<file path="src/rtl/sysid_probe_pkg.sv">
// Shared types and constants for the system-ID probe master.
// Holds the FSM state encoding and the slave word offsets.
package sysid_probe_pkg;

  typedef enum logic [2:0] {
    IDLE,
    ID_REQ,
    ID_WAIT,
    TS_REQ,
    TS_WAIT,
    DONE
  } state_t;

  localparam int SYSID_OFS_ID = 0;
  localparam int SYSID_OFS_TS = 1;

endpackage

</file>
<file path="src/rtl/sysid_probe_timer.sv">
// Per-word response timer for the system-ID probe master.
// Counts cycles while enabled; expired flags the last allowed cycle.
module sysid_probe_timer #(
  parameter int TIMEOUT_CYCLES = 1024
) (
  input  logic clock,
  input  logic reset,
  input  logic clear,
  input  logic enable,
  output logic expired
);

  localparam int CW = $clog2(TIMEOUT_CYCLES);

  logic [CW-1:0] count;

  // Clear takes priority so each word starts counting from zero
  always_ff @(posedge clock) begin
    if (reset || clear) begin
      count <= '0;
    end else if (enable) begin
      count <= count + 1'b1;
    end
  end

  assign expired = (count == CW'(TIMEOUT_CYCLES - 1));

endmodule

</file>
<file path="src/rtl/sysid_probe_master.sv">
// Avalon-MM read master that fetches the system-ID and timestamp
// words after boot and compares them against build-time values.
module sysid_probe_master
  import sysid_probe_pkg::*;
#(
  parameter logic [31:0] EXP_ID         = 32'd0,
  parameter logic [31:0] EXP_TIMESTAMP  = 32'd1537788542,
  parameter int          ADDR_W         = 1,
  parameter int          TIMEOUT_CYCLES = 1024
) (
  input  logic              clock,
  input  logic              reset,
  input  logic              start,
  output logic [ADDR_W-1:0] av_address,
  output logic              av_read,
  input  logic              av_waitrequest,
  input  logic [31:0]       av_readdata,
  input  logic              av_readdatavalid,
  output logic              busy,
  output logic              done,
  output logic [31:0]       id_value,
  output logic [31:0]       ts_value,
  output logic              id_match,
  output logic              ts_match,
  output logic              timeout
);

  state_t state;
  logic   in_req;
  logic   in_wait;
  logic   accept;
  logic   capture;
  logic   expired;
  logic   tmr_en;
  logic   tmr_clear;

  // Bus handshake decode; a response only counts for an accepted read
  always_comb begin
    in_req    = (state == ID_REQ) || (state == TS_REQ);
    in_wait   = (state == ID_WAIT) || (state == TS_WAIT);
    accept    = in_req && !av_waitrequest;
    capture   = (accept || in_wait) && av_readdatavalid;
    tmr_en    = in_req || in_wait;
    tmr_clear = !tmr_en || capture;
  end

  sysid_probe_timer #(
    .TIMEOUT_CYCLES(TIMEOUT_CYCLES)
  ) u_timer (
    .clock   (clock),
    .reset   (reset),
    .clear   (tmr_clear),
    .enable  (tmr_en),
    .expired (expired)
  );

  // Probe sequencer with registered bus, status and result outputs
  always_ff @(posedge clock) begin
    if (reset) begin
      state      <= IDLE;
      av_address <= '0;
      av_read    <= 1'b0;
      busy       <= 1'b0;
      done       <= 1'b0;
      id_value   <= '0;
      ts_value   <= '0;
      id_match   <= 1'b0;
      ts_match   <= 1'b0;
      timeout    <= 1'b0;
    end else begin
      done <= 1'b0;
      unique case (state)
        IDLE: begin
          if (start) begin
            state      <= ID_REQ;
            busy       <= 1'b1;
            av_read    <= 1'b1;
            av_address <= ADDR_W'(SYSID_OFS_ID);
            id_value   <= '0;
            ts_value   <= '0;
            id_match   <= 1'b0;
            ts_match   <= 1'b0;
            timeout    <= 1'b0;
          end
        end
        ID_REQ, ID_WAIT: begin
          if (capture) begin
            id_value   <= av_readdata;
            state      <= TS_REQ;
            av_read    <= 1'b1;
            av_address <= ADDR_W'(SYSID_OFS_TS);
          end else if (expired) begin
            state   <= DONE;
            done    <= 1'b1;
            timeout <= 1'b1;
            av_read <= 1'b0;
          end else if (accept) begin
            state   <= ID_WAIT;
            av_read <= 1'b0;
          end
        end
        TS_REQ, TS_WAIT: begin
          if (capture) begin
            ts_value <= av_readdata;
            ts_match <= (av_readdata == EXP_TIMESTAMP);
            id_match <= (id_value == EXP_ID);
            state    <= DONE;
            done     <= 1'b1;
            av_read  <= 1'b0;
          end else if (expired) begin
            state   <= DONE;
            done    <= 1'b1;
            timeout <= 1'b1;
            av_read <= 1'b0;
          end else if (accept) begin
            state   <= TS_WAIT;
            av_read <= 1'b0;
          end
        end
        DONE: begin
          state <= IDLE;
          busy  <= 1'b0;
        end
        default: state <= IDLE;
      endcase
    end
  end

endmodule

</file>
<file path="config.mk">
export PLATFORM = sky130hd
export DESIGN_NAME = sysid_probe_master
export DESIGN_NICKNAME = d
export VERILOG_FILES = /design/src/rtl/sysid_probe_pkg.sv /design/src/rtl/sysid_probe_timer.sv /design/src/rtl/sysid_probe_master.sv
export SDC_FILE = /design/constraint.sdc
export NUM_CORES = 1
export LEC_CHECK = 0
export ABC_AREA = 1
export CAP_MARGIN = 10
export CELL_PAD_IN_SITES_DETAIL_PLACEMENT = 0
export CELL_PAD_IN_SITES_GLOBAL_PLACEMENT = 2
export CORE_MARGIN = 4
export CORE_UTILIZATION = 23
export DETAILED_ROUTE_END_ITERATION = 7
export PLACE_DENSITY_LB_ADDON = 0.2
export SLEW_MARGIN = 20
export SYNTH_ARGS = -nofsm -noshare
export SYNTH_HDL_FRONTEND = slang
export SYNTH_HIERARCHICAL = 1
export SYNTH_SLANG_ARGS = --single-unit
export TNS_END_PERCENT = 50
</file>
<file path="constraint.sdc">
create_clock -name clock -period 1.5 [get_ports clock]
set_input_delay 0.3 -clock clock [delete_from_list [all_inputs] [get_ports clock]]
set_output_delay 0.3 -clock clock [all_outputs]
set_load 0.01 [all_outputs]
</file>
==> results of run 1 <==
[flip-flops by register name (all words and copies together) (netlist names)]
signal,cells
id_value,32
ts_value,32
u_timer/count,10
state,3
av_address,1
av_read,1
busy,1
done,1
id_match,1
timeout,1
ts_match,1
[critical path: stages, from the launching register on]
cell and delay, ns:
sky130_fd_sc_hd__dfxtp_4 0.37, sky130_fd_sc_hd__inv_4 0.08, sky130_fd_sc_hd__nand3_2 0.14, sky130_fd_sc_hd__nand3_4 0.10
sky130_fd_sc_hd__nand2_4 0.08, sky130_fd_sc_hd__inv_4 0.08, sky130_fd_sc_hd__nand2_4 0.06, sky130_fd_sc_hd__nand2_8 0.10
sky130_fd_sc_hd__inv_8 0.05, sky130_fd_sc_hd__clkbuf_16 0.16, sky130_fd_sc_hd__a21oi_2 0.11, sky130_fd_sc_hd__nor2_1 0.05
[final timing paths]
kind | cells past startpoint | endpoint | startpoint
worst max-delay path | 11 | ts_value[30]$_SDFFE_PP0P_ | state[2]$_SDFFE_PP0P_
worst min-delay path | 2 | busy$_SDFFE_PP0P_ | busy$_SDFFE_PP0P_
worst max register to register | 11 | ts_value[30]$_SDFFE_PP0P_ | state[2]$_SDFFE_PP0P_
worst min register to register | 2 | busy$_SDFFE_PP0P_ | busy$_SDFFE_PP0P_
[routing by layer]
metal	GRT usage, %	part of all wire (%)
met5	0	0
met4	3.56	1.8
met3	5.31	5.0
met2	22.8	46
met1	18.0	47
[power by group through the flow]
stage	Clock (uW)	Sequential (uW)	Combinational, uW
floorplan	0	3170	1660
global placement	0	3050	3750
detailed placement	0	3030	3770
CTS	2250	3010	3560
global route	2330	3070	4470
finish	2150	3010	4080
[timing repair]
item	4_1_cts	5_1_grt
hold buffers	0	0
setup endpoints to repair	142	81
pin swaps	9	16
cloned	0	2
buffers inserted	3	5
gates resized for setup	94	87
[layout make-up]
cell class                      count  area [um^2]
Tap cell                          188          235
Clock inverter                      4         22.5
Inverter                           34          145
Fill cell                        1595         9110
Clock buffer                       12          267
Sequential cell                    84         1700
Multi-Input combinational cell    341         1920
Timing Repair Buffer              182         1700
[placed cells by master, fill, tap and decap left out, types with 25 or more instances in the layout]
| cell type | instances |
|---|---|
| sky130_fd_sc_hd__nand2_1 | 107 |
| sky130_fd_sc_hd__a21oi_1 | 32 |
| sky130_fd_sc_hd__clkdlybuf4s50_1 | 36 |
| sky130_fd_sc_hd__dlygate4sd2_1 | 70 |
| sky130_fd_sc_hd__inv_1 | 25 |
| sky130_fd_sc_hd__buf_4 | 63 |
| sky130_fd_sc_hd__nor2_1 | 56 |
| sky130_fd_sc_hd__o21ai_0 | 27 |
| sky130_fd_sc_hd__dfxtp_1 | 78 |
| sky130_fd_sc_hd__a21oi_2 | 41 |
[per-stage QoR]
step           power [uW]  std cells  TNS (ns)
2_1_floorplan        4830        483         0
3_3_place_gp         6800        820    -24.57
3_5_place_dp         6800        820    -25.18
4_1_cts              8820        839         0
5_1_grt              9870        845     -2.46
6_report             9250        845         0
[kinds of logic after synthesis]
group                    after synthesis  synth area share, %
AND/OR/NAND/NOR                      222                 27.3
AO/OA/AOI/OAI                        118                 16.9
flip-flops                            84                 47.7
buffers and inverters                 58                 7.77
adder cells (fa/ha/maj)                1                0.355
==> reports/metrics.cfg, run 1 <==
[routing]
avgViaCountPerCell = 4.43
drt-pass1-iter-count = 4
route.detailed.wl_per_inst_um = 14.8
drt_first_iter_violations = 124
final_antenna_net_count = 0
dr_total_vias = 3743
routed_wirelength_um = 12500
drc = 0

[place]
dp_slack_ns = -0.357
dpl-instance-area_mm2 = 0.00529
gpl.final_weighted_congestion = 0.856
post-dp-hpwl_um = 9240
buffer_ports.inserted = 107

[yosys]
yosys.cell_count.top_type = sky130_fd_sc_hd__nand2_1
netlist_top_cells_area = sky130_fd_sc_hd__dfxtp_1, sky130_fd_sc_hd__nand2_1, sky130_fd_sc_hd__a21oi_1
synth.top_cell.area_share_pct = 47.7
post_synth.cell_area_avg_um2 = 7.31
post_synth_edffs = 0
ys.flop_type = sky130_fd_sc_hd__dfxtp_1
sequential_to_total_area_share_from_yosys_stat_pct = 47.7
postSynthCellCount = 483
yosys_register_bits = 84
post_synth_most_frequent_cells = sky130_fd_sc_hd__nand2_1, sky130_fd_sc_hd__dfxtp_1, sky130_fd_sc_hd__a21oi_1
synth.lib_cells_used.distinct = 30
synth-warning-count = 6
post_syn_nets = 521
syn_area_mm2 = 0.00353
synth.largest_area_cell = sky130_fd_sc_hd__dfxtp_1
postSynth.asyncResetShare_pct = 0

[timing]
setup_repair_after_global_routing_missed_its_margin = true
skew_ns = 0.00697
final_hold_viol_count = 0
achievable-frequency_ghz = 0.674
final-setup-viol-count = 0
timing.final.crit_period_ns = 1.48
worstMarginPinSlew_ns = 0.396
hold_ws_ns = 0.467
finalCritPeriodShare_pct = 99.0
timing.max_slew.rel_slack_pct = 73.6
timing_max_transition_violations_final = 0
postLayoutSetupSlackWorst_ns = 0.0156

[finish]
post_layout_util_pct = 39.7
nNetsFinal = 690
drive_gt1_share_pct = 27.9
design_area_final_mm2 = 0.00598
antennaDiodeCount = 0
layout-area-overhead-vs-synth_pct = 69.6

[global_routing]
grt_pass1_vias = 3800
grt_antenna_before_repair = 0
total_grt_usage_pct = 14.1
grt_start_max_net_pins = 34
grt_pass1_wl_um = 19700
gr-total-overflow = 0

[worst_setup_path]
timing.critical_path.from_type = register
largest_fanout_on_the_critical_path = 8
crit_required_ns = 1.73
crit_arrival_ns = 1.72
critPathKind = register to register
reg2reg_setup_slack_ns = 0.02
worstSetupEndpointType = register

[clock_network]
clk_transition_reported_paths_ns = 0.06
cts-buffers-inserted = 9
clk_root_buffer_cell = sky130_fd_sc_hd__clkbuf_16
worst_skew_pair.late_latency_ns = 0.35
clock_tree_from_tritoncts = done
htree_levels = 3
clk_path_buf_depth = 2
cts.sink_count = 84

[outcome]
status = complete, no violations

[power]
seq_power_share_pct = 32.6
power.static_leakage_uw = 0.00265
total_switching_power_uw = 3390
power.switching_fraction_pct = 36.6
max-vdd-ir-drop_mv = 0.690
power.combinational.fraction_pct = 44.1
power.clock.fraction_pct = 23.3
power_per_cell_area_mw_per_mm2 = 1550
internal_power_uw = 5860

[die]
num_rows = 45
starting_density_pct = 23.4
core_region_area_mm2 = 0.0151
io_pins = 108
die_width_um = 132
die-area_mm2 = 0.0174
dieHeight_um = 132

[min_path]
worstHoldPathType = register to register

[job]
maxCapViolations = 0

Note: power is estimated with default switching activity, not from simulation.
==> inputs of run 2 (changes only) <==
--- a/config.mk
+++ b/config.mk
@@ -13,7 +13,7 @@
 export CORE_UTILIZATION = 23
 export DETAILED_ROUTE_END_ITERATION = 7
 export PLACE_DENSITY_LB_ADDON = 0.2
-export SLEW_MARGIN = 20
+export SLEW_MARGIN = 10
 export SYNTH_ARGS = -nofsm -noshare
 export SYNTH_HDL_FRONTEND = slang
 export SYNTH_HIERARCHICAL = 1
==> results of run 2 <==
The final DEF is identical to that of run 1; final timing and power are the same.
